<file path="config.mk">
export PLATFORM = sky130hd
export DESIGN_NAME = polar_peak_finder_flat
export DESIGN_NICKNAME = d
export VERILOG_FILES = /design/src/rtl/cordic_pkg.sv /design/src/rtl/polar_peak_finder_if.sv /design/src/rtl/polar_peak_finder.sv /design/src/flat_wrapper.sv
export SDC_FILE = /design/constraint.sdc
export NUM_CORES = 1
export LEC_CHECK = 0
export CAP_MARGIN = 25
export CORE_MARGIN = 10
export CORE_UTILIZATION = 40
export CTS_CLUSTER_DIAMETER = 30
export DETAILED_ROUTE_END_ITERATION = 10
export DONT_BUFFER_PORTS = 1
export MAX_ROUTING_LAYER = met4
export PLACE_DENSITY = 0.63
export SETUP_SLACK_MARGIN = 0.05
export SYNTH_ARGS = -nofsm -noshare
export SYNTH_HDL_FRONTEND = slang
export SYNTH_SLANG_ARGS = --single-unit
</file>
<file path="constraint.sdc">
create_clock -name clk -period 8 [get_ports clk]
set_input_delay 2 -clock clk [delete_from_list [all_inputs] [get_ports clk]]
set_output_delay 2 -clock clk [all_outputs]
set_load 0.02 [all_outputs]
</file>
<file path="src/rtl/cordic_pkg.sv">
// Shared types and sizes for the CORDIC polar back-end blocks.
// Used by polar_peak_finder and its bus interface.
package cordic_pkg;

  localparam int MAG_W       = 12;    // 4.8 unsigned magnitude
  localparam int PH_W        = 21;    // 1.20 unsigned phase, 1.0 = 180 deg
  localparam int IDX_W       = 10;    // sample index inside a burst
  localparam int CNT_W       = 11;    // sample count, 0..1024
  localparam int MAX_SAMPLES = 1024;

  typedef enum logic [1:0] {
    IDLE = 2'd0,
    ACC  = 2'd1,
    HOLD = 2'd2
  } state_e;

  // Unsigned threshold test shared by the first-sample load and accumulation.
  function automatic logic mag_at_least(input logic [MAG_W-1:0] mag,
                                        input logic [MAG_W-1:0] thr);
    return (mag >= thr);
  endfunction

  // Counter step that only advances when the qualifying condition holds.
  function automatic logic [CNT_W-1:0] cnt_step(input logic [CNT_W-1:0] cnt,
                                                input logic             en);
    return cnt + CNT_W'(en);
  endfunction

endpackage

</file>
<file path="src/rtl/polar_peak_finder_if.sv">
// Sample-in / result-out bus of polar_peak_finder.
// The slave modport is the peak finder itself; the master modport is the
// environment that supplies samples and consumes results.
// Optional macro PEAK_PHASE_DELTA_EN adds the out_dphase result field.
interface polar_peak_finder_if;
  import cordic_pkg::*;

  logic             in_valid;
  logic [MAG_W-1:0] in_mag;
  logic [PH_W-1:0]  in_phase;
  logic [MAG_W-1:0] thr;
  logic             out_ready;

  logic             out_valid;
  logic [MAG_W-1:0] out_peak_mag;
  logic [PH_W-1:0]  out_peak_phase;
  logic [IDX_W-1:0] out_peak_idx;
  logic [CNT_W-1:0] out_count;
  logic [CNT_W-1:0] out_above;
  logic             out_sat;
`ifdef PEAK_PHASE_DELTA_EN
  logic [PH_W-1:0]  out_dphase;
`endif

  modport master (
    output in_valid, in_mag, in_phase, thr, out_ready,
    input  out_valid, out_peak_mag, out_peak_phase, out_peak_idx,
           out_count, out_above, out_sat
`ifdef PEAK_PHASE_DELTA_EN
    , input out_dphase
`endif
  );

  modport slave (
    input  in_valid, in_mag, in_phase, thr, out_ready,
    output out_valid, out_peak_mag, out_peak_phase, out_peak_idx,
           out_count, out_above, out_sat
`ifdef PEAK_PHASE_DELTA_EN
    , output out_dphase
`endif
  );

endinterface

</file>
<file path="src/rtl/polar_peak_finder.sv">
// Burst peak finder for CORDIC polar samples.
// Tracks the largest magnitude of a burst (first maximum wins a tie), its
// phase and index, the sample count (capped at 1024 with a sticky overflow
// flag) and how many samples reached the threshold latched on sample 0.
// The result is presented in HOLD until the consumer takes it; data
// outputs read as zero in every other state.
// Optional macro PEAK_PHASE_DELTA_EN adds out_dphase: the peak phase minus
// the phase of the preceding sample, wrapping natively at 21 bits.
module polar_peak_finder
  import cordic_pkg::*;
(
  input  logic               clk,
  input  logic               rst_n,
  polar_peak_finder_if.slave bus
);

  localparam logic [CNT_W-1:0] CNT_MAX = CNT_W'(MAX_SAMPLES);

  state_e           state_q, state_d;

  logic [MAG_W-1:0] thr_q;
  logic [MAG_W-1:0] peak_mag_q;
  logic [PH_W-1:0]  peak_phase_q;
  logic [IDX_W-1:0] peak_idx_q;
  logic [CNT_W-1:0] count_q;
  logic [CNT_W-1:0] above_q;
  logic             sat_q;
`ifdef PEAK_PHASE_DELTA_EN
  logic [PH_W-1:0]  prev_phase_q;
  logic [PH_W-1:0]  dphase_q;
`endif

  logic             full;
  logic             new_peak;
  logic             hold;

  // Once 1024 samples are in, later samples of the burst only flag overflow.
  assign full     = (count_q == CNT_MAX);
  // Strictly greater keeps the earliest of equal maxima.
  assign new_peak = (bus.in_mag > peak_mag_q);
  assign hold     = (state_q == HOLD);

  // Burst state register.
  always_ff @(posedge clk or negedge rst_n) begin
    if (!rst_n) begin
      state_q <= IDLE;
    end else begin
      state_q <= state_d;
    end
  end

  // Next state: a burst opens from IDLE only, closes on the first gap, and
  // its result is released by out_ready; samples seen in HOLD are dropped.
  always_comb begin
    state_d = state_q;
    unique case (state_q)
      IDLE:    if (bus.in_valid)  state_d = ACC;
      ACC:     if (!bus.in_valid) state_d = HOLD;
      HOLD:    if (bus.out_ready) state_d = IDLE;
      default: state_d = IDLE;
    endcase
  end

  // Burst accumulators: sample 0 loads everything, later samples update.
  always_ff @(posedge clk or negedge rst_n) begin
    if (!rst_n) begin
      thr_q        <= '0;
      peak_mag_q   <= '0;
      peak_phase_q <= '0;
      peak_idx_q   <= '0;
      count_q      <= '0;
      above_q      <= '0;
      sat_q        <= 1'b0;
`ifdef PEAK_PHASE_DELTA_EN
      prev_phase_q <= '0;
      dphase_q     <= '0;
`endif
    end else begin
      case (state_q)
        IDLE: begin
          if (bus.in_valid) begin
            thr_q        <= bus.thr;
            peak_mag_q   <= bus.in_mag;
            peak_phase_q <= bus.in_phase;
            peak_idx_q   <= '0;
            count_q      <= CNT_W'(1);
            above_q      <= CNT_W'(mag_at_least(bus.in_mag, bus.thr));
            sat_q        <= 1'b0;
`ifdef PEAK_PHASE_DELTA_EN
            prev_phase_q <= bus.in_phase;
            dphase_q     <= '0;
`endif
          end
        end
        ACC: begin
          if (bus.in_valid) begin
            if (full) begin
              sat_q <= 1'b1;
            end else begin
              count_q <= cnt_step(count_q, 1'b1);
              above_q <= cnt_step(above_q, mag_at_least(bus.in_mag, thr_q));
              if (new_peak) begin
                peak_mag_q   <= bus.in_mag;
                peak_phase_q <= bus.in_phase;
                // Index of this sample equals the count before it.
                peak_idx_q   <= count_q[IDX_W-1:0];
`ifdef PEAK_PHASE_DELTA_EN
                dphase_q     <= bus.in_phase - prev_phase_q;
`endif
              end
`ifdef PEAK_PHASE_DELTA_EN
              prev_phase_q <= bus.in_phase;
`endif
            end
          end
        end
        default: ;
      endcase
    end
  end

  // Result is only visible while it is being offered.
  assign bus.out_valid      = hold;
  assign bus.out_peak_mag   = hold ? peak_mag_q   : '0;
  assign bus.out_peak_phase = hold ? peak_phase_q : '0;
  assign bus.out_peak_idx   = hold ? peak_idx_q   : '0;
  assign bus.out_count      = hold ? count_q      : '0;
  assign bus.out_above      = hold ? above_q      : '0;
  assign bus.out_sat        = hold & sat_q;
`ifdef PEAK_PHASE_DELTA_EN
  assign bus.out_dphase     = hold ? dphase_q     : '0;
`endif

endmodule
</file>
<file path="src/flat_wrapper.sv">
// flat-port wrapper written by rule: the top's interface ports become plain ports
module polar_peak_finder_flat import cordic_pkg::*;
  (clk, rst_n, bus_in_valid, bus_in_mag, bus_in_phase, bus_thr, bus_out_ready, bus_out_valid, bus_out_peak_mag, bus_out_peak_phase, bus_out_peak_idx, bus_out_count, bus_out_above, bus_out_sat);
  polar_peak_finder_if bus_i ();
  input  logic clk;
  input  logic rst_n;
  input wire logic [$bits(bus_i.in_valid)-1:0] bus_in_valid;
  input wire logic [$bits(bus_i.in_mag)-1:0] bus_in_mag;
  input wire logic [$bits(bus_i.in_phase)-1:0] bus_in_phase;
  input wire logic [$bits(bus_i.thr)-1:0] bus_thr;
  input wire logic [$bits(bus_i.out_ready)-1:0] bus_out_ready;
  output wire logic [$bits(bus_i.out_valid)-1:0] bus_out_valid;
  output wire logic [$bits(bus_i.out_peak_mag)-1:0] bus_out_peak_mag;
  output wire logic [$bits(bus_i.out_peak_phase)-1:0] bus_out_peak_phase;
  output wire logic [$bits(bus_i.out_peak_idx)-1:0] bus_out_peak_idx;
  output wire logic [$bits(bus_i.out_count)-1:0] bus_out_count;
  output wire logic [$bits(bus_i.out_above)-1:0] bus_out_above;
  output wire logic [$bits(bus_i.out_sat)-1:0] bus_out_sat;
  assign bus_i.in_valid = bus_in_valid;
  assign bus_i.in_mag = bus_in_mag;
  assign bus_i.in_phase = bus_in_phase;
  assign bus_i.thr = bus_thr;
  assign bus_i.out_ready = bus_out_ready;
  assign bus_out_valid = bus_i.out_valid;
  assign bus_out_peak_mag = bus_i.out_peak_mag;
  assign bus_out_peak_phase = bus_i.out_peak_phase;
  assign bus_out_peak_idx = bus_i.out_peak_idx;
  assign bus_out_count = bus_i.out_count;
  assign bus_out_above = bus_i.out_above;
  assign bus_out_sat = bus_i.out_sat;
  polar_peak_finder u_core (.clk(clk), .rst_n(rst_n), .bus(bus_i));
endmodule
</file>
# Word-level counts from Yosys, hierarchy flattened
# Cells that the tools add are included.
[word_totals]
output_inout_bits = 67
inputBits = 49
wordCells = 67
ff_bits = 80
[classes]
order_cmp = 3
n_addsub = 2
n_mux = 36
n_reduce_logical = 7
n_eq_ne = 10
bitwise = 1
[ops]
columns = ["op", "n"]
rows = [
  ["$mux W21", 5],
  ["$mux W11", 8],
  ["$mux W12", 5],
  ["$mux W10", 5],
  ["$pmux W11 S2", 2],
  ["$pmux W21 S2", 1],
  ["$ge A12 B12 Y1", 2],
  ["$pmux W12 S2", 1],
  ["$pmux W10 S2", 1],
  ["$gt A12 B12 Y1", 1],
  ["$add A11 B1 Y11", 1],
  ["$add A11 B1 Y11 const B", 1],
  ["$eq A11 B11 Y1 const B", 1],
  ["$ne A2 B2 Y1 const B", 5],
  ["$reduce_and A4 Y1", 2],
  ["$mux W2", 3],
  ["$pmux W2 S3", 1],
  ["$reduce_and A5 Y1", 1],
  ["$ne A2 B1 Y1 const B", 2],
  ["$mux W1", 3],
  ["$reduce_and A3 Y1", 1],
  ["$eq A2 B1 Y1 const B", 1],
  ["$eq A2 B2 Y1 const B", 1],
  ["$logic_not A2 Y1", 1],
  ["other kinds (4)", 4],
]

# Logic depth before layout (Yosys ltp)
[depth]
ltp_word = 5
depth_mapped = 13
depth_no_buf = 13

# Worst setup path before layout
# Ideal clock, no wire load.
[synth_timing]
kind = "in2reg"
start = "in bus_in_mag[0]"
end = "reg u_core.above_q[10]"
t_arrival_ps = 4206
t_required_ps = 7922
cell_stages = 13
setup_time_ps = 78
path_buffers = 0
slack_ps = 3716
cell_sequence = "inv_1 > ha_1 > nand2b_1 > a21o_1 > a211oi_1 > o31a_1 > a21oi_1 > ha_1 > ha_1 > and3_1 > nand4_1 > or4_1 > a21oi_1"
[synth_via]
elab_chain_len = 5
[synth_lines]
columns = ["item", "line_no", "rtl"]
rows = [
  ["from (decl)", "flat_wrapper.sv:8", "input wire logic [$bits(bus_i.in_mag)-1:0] bus_in_mag;"],
  ["$ge A12 B12 Y1", "cordic_pkg.sv:20", "return (mag >= thr);"],
  ["$add A11 B1 Y11", "cordic_pkg.sv:26", "return cnt + CNT_W'(en);"],
  ["$mux W11", "polar_peak_finder.sv:97", "if (full) begin"],
  ["$mux W11", "polar_peak_finder.sv:96", "if (bus.in_valid) begin"],
  ["$pmux W11 S2", "polar_peak_finder.sv:79", "case (state_q)"],
  ["to (signal assigned)", "polar_peak_finder.sv:87", "above_q <= CNT_W'(mag_at_least(bus.in_mag, bus.thr));"],
  ["to (signal assigned)", "polar_peak_finder.sv:101", "above_q <= cnt_step(above_q, mag_at_least(bus.in_mag, thr_q));"],
  ["to (decl)", "polar_peak_finder.sv:26", "logic [CNT_W-1:0] above_q;"],
]
# Every way passes these cells. The select of a mux whose other input is x is not followed.
# A chain may end at the register's enable or synchronous reset.

# Worst setup path after layout
[layout_timing]
start = "in bus_in_valid"
end = "reg u_core.peak_idx_q[5]"
[layout_via]
elab_chain_len = 2
word_cells_on_any_way = 3
classes_between = "2 x eq/ne; 1 x reduce/logical"
[layout_lines]
columns = ["item", "line_no", "rtl"]
rows = [
  ["from (decl)", "flat_wrapper.sv:7", "input wire logic [$bits(bus_i.in_valid)-1:0] bus_in_valid;"],
  ["$ne A2 B2 Y1 (no source line)", "n/a", ""],
  ["$reduce_and A5 Y1 (no source line) (*)", "n/a", ""],
  ["to (signal assigned)", "polar_peak_finder.sv:106", "peak_idx_q <= count_q[IDX_W-1:0];"],
  ["to (decl)", "polar_peak_finder.sv:24", "logic [IDX_W-1:0] peak_idx_q;"],
]
# Every way passes the cells marked *; elsewhere a longest branch is shown, timed or not.

==> qor.csv <==
stage;metric;value;unit
sta;Slew HR;38.1;%
floorplan;I/O Pins;116;
yosys;leading area contributor after synthesis;dfrtp_1;
critical_path;worst reg2reg path depth;9;
power;Pwr Total;1.37;mW
min_path;worst hold stages;2;
critical_path;CP top delay family;simple AND/OR/NAND/NOR gates;
critical_path;Setup crit start kind;primary input;
min_path;hold path endpoint;u_core.thr_q[4];
critical_path;FF-to-FF Start;u_core.count_q[0];
detailed_routing;wire per inst;18.5;um
cts;clk root buf;clkbuf_16;
cts;TritonCTS clock tree;built;
yosys;number of synthesized flops with an enable pin;0;
cts;# clock sinks;80;
cts;H-Tree Depth;3;
yosys;share of the synthesized area in the top cell type;41.8;%
yosys;post-synthesis mux area share;0.235;%
sta;RSZ-0062 raised after global routing;no;
yosys;Synth Area in Adders;10.5;%
min_path;worst hold start;u_core.thr_q[4];
detailed_routing;DRC errors left;0;
placed_design;Placed Instances;664;
final_layout;diodes inserted;0;
floorplan;# rows;39;
sta;Fmax achieved;0.230;GHz
yosys;Compound-Gate Fraction of Synth Area;16.4;%
yosys;sequential share of the synthesized area;41.8;%
critical_path;cell mode on critical path;buf_4;
cts;Gates resized, CTS repair;0;
grt;first-pass GRT wire length;20100;um
cts;clk buf depth;2;
sta;Final Cycle Share;54.4;%
yosys;Mapped Cells;546;
critical_path;flop2flop setup slack;4.89;ns
grt;initial antenna violation count;0;
grt;gr usage total;15.3;%
cts;Clk Latency, worst-skew pair;0.33;ns
sta;final setup vio count;0;
critical_path;critical path's largest stage delay;0.72;ns
yosys;Simple-Gate Fraction of Synth Area;23.1;%
yosys;Async S/R FF share, synth;100;%
cts;Reg clk slew, reported paths;0.07;ns
detailed_routing;Initial DRC Count;254;
sta;Final WS setup;3.65;ns
grt;vias in the first global route;3867;
sta;Slew @ Worst Pin;0.927;ns
final_layout;final core utilization;45.1;%
critical_path;r2r endpoint;u_core.peak_idx_q[5];
critical_path;Critical Path RT;8.17;ns
placed_design;GPL Wtd Cong;0.848;
job;max-cap check violation count;0;
yosys;Synth Register Bits;80;
sta;final clock skew;0.00945;ns
final_layout;Area Overhead vs Synth;9.05;%
sta;min Tclk post-route;4.35;ns
outcome;status;finished clean;
placed_design;DP Worst Slack;3.31;ns
detailed_routing;Via Count;3818;
sta;Pins Over Slew Limit;0;
yosys;Ys Warns;0;
cts;CTS Buf Count;9;
floorplan;die extent in x;129;um
yosys;Synth Cell Area;4780;um^2
detailed_routing;final WL;12600;um
final_layout;Final Non-Filler Cells;683;
power;Pleak;2.38;nW
yosys;Syn Area/Cell;8.76;um^2
yosys;largest family of logic cells by synthesized area;simple AND/OR/NAND/NOR gates;
placed_design;hpwl dp;9220;um
yosys;xor/xnor cell area share of the yosys netlist;1.28;%
critical_path;Bufs and invs on worst path;2;
detailed_routing;Final ANT Viol Nets;0;
final_layout;layout cell share with drive strength beyond 1;6.67;%
critical_path;CP max-delay cell;nor2b_1;
power;Pwr per Cell Area;262;nW/um^2
yosys;Net Count, Synth;635;
detailed_routing;routed vias/inst;5.59;
power;Peak VDD IR;127;uV
sta;setup TNS;0;ns
critical_path;critical setup path kind;in -> reg;
floorplan;Starting Density;41.4;%
critical_path;Max FO, Critical Path;36;
final_layout;Nets;624;
critical_path;CP Capture Type;flip-flop;
detailed_routing;DR pass1 iterations;4;
grt;grt ovf;0;
placed_design;I/O Buffers;0;
yosys;Main synth FF type;dfrtp_1;
sta;Hold Fails Final Rpt;0;
floorplan;Die ar.;16700;um^2
min_path;min-delay worst type;reg -> reg;
critical_path;crit path DAT;4.53;ns
critical_path;CP cell instances;nor2b_1 > and2_1 > buf_4 > o211a_1 > buf_4 > o22ai_1;
cts;Hold-fix buffers, CTS;0;
yosys;most area-consuming cells after synthesis;dfrtp_1, ha_1, nand2_1, and2_1, o22ai_1;
floorplan;core box area;11600;um^2
floorplan;Die Height;129;um
yosys;synth unique cells;43;
grt;largest net degree at the start of global routing;81;
cts;number of post-CTS setup repair buffers;0;
[Yosys cell counts, drive strengths merged, types with 2 or more instances]
cell type  instances
o32ai             12
a211oi             3
nor2b              3
buf               11
o22ai             33
or4                2
nand2b             4
dfrtp             80
o21a               3
xor2               3
ha                40
nand2             84
clkbuf            18
nor3               4
nor4               3
nor2              40
a21o               4
nand4             13
nand3             10
or3               11
and3               3
inv               47
o21ai             32
xnor2              4
and2              48
a21oi             20
[power by group]
part	switching (mW)	internal, mW	leakage, nW
registers	0.0459	0.496	1.04
logic	0.252	0.156	1.20
clock network	0.172	0.244	0.147
total	0.470	0.895	2.38
[cell families (layout without fill, tap and decap cells)]
logic type,Yosys count,in the layout
AOI/OAI and AO/OA,115,115
xor gates and xnor gates,7,7
adders and majority gates,40,40
buffers and inverters,76,70
DFF,80,80
muxes,1,1
and+or+nand+nor,227,227
[state kept, by name (all words and copies together), names as in the netlist]
register             count
u_core.peak_phase_q     21
u_core.peak_mag_q       12
u_core.thr_q            12
u_core.above_q          11
u_core.count_q          11
u_core.peak_idx_q       10
u_core.state_q           2
u_core.sat_q             1
[cell usage in the layout (no fill, tap or decap), types with 2 or more instances in the layout]
cell type and instances:
a211oi_1 3, a21o_1 4, a21oi_1 20, and2_1 48, and3_1 3, buf_4 4
clkbuf_16 9, clkinv_4 4, dfrtp_1 80, ha_1 40, inv_1 47, nand2_1 83
nand2b_1 4, nand3_1 10, nand4_1 13, nor2_1 39, nor2b_1 3, nor3_1 4
nor4_1 3, o21a_1 3, o21ai_0 31, o22ai_1 32, o32ai_1 4, o32ai_2 8
or3_1 10, or4_1 2, xnor2_1 4, xor2_1 3
[worst max-delay path by stage]
stage	startpoint	to	slack [ns]	depth (start not counted)
CTS	u_core.state_q[0]	bus_out_peak_phase[16]	3.13	3
finish	bus_in_valid	u_core.peak_idx_q[5]	3.65	6
global placement	bus_in_valid	u_core.peak_idx_q[5]	3.42	6
global route	bus_in_mag[0]	u_core.above_q[10]	3.38	13
floorplan	bus_in_mag[0]	u_core.above_q[10]	3.72	13
detailed placement	bus_in_valid	u_core.peak_idx_q[5]	3.31	6
[stage by stage]
| step | hold slack, ns | cell area [um^2] |
|---|---|---|
| global route | 0.507 | 5220 |
| finish | 0.483 | 5220 |
| CTS | 0.485 | 5150 |
| global placement | 0.465 | 4860 |
| floorplan | 0.450 | 4780 |
| detailed placement | 0.471 | 4860 |
[cell type report]
type	count	area, um^2
repair buffers	7	92.6
clock inverters	6	70.1
fillers	1155	6350
well taps	143	179
inverters	47	176
multi-input cells	390	2470
clock buffers	10	229
flip-flops and latches	80	2000
[layer usage]
metal / share of wire [%] / wire length [um] / up-vias / GRT usage (%)
met4: 1.1 / 133 / 0 / 4.15
met2: 50 / 6290 / 92 / 25.1
met1: 42 / 5310 / 1859 / 18.2
li1: - / - / 1857 / -
met3: 6.9 / 872 / 10 / 4.28
met5: 0 / 0 / - / -
[worst min-delay path, stage by stage, from the launching register on]
cell     delay, ns
dfrtp_1       0.34
nand2_1       0.05
o21ai_0       0.06
No activity file was read; power rests on OpenSTA's default activity.
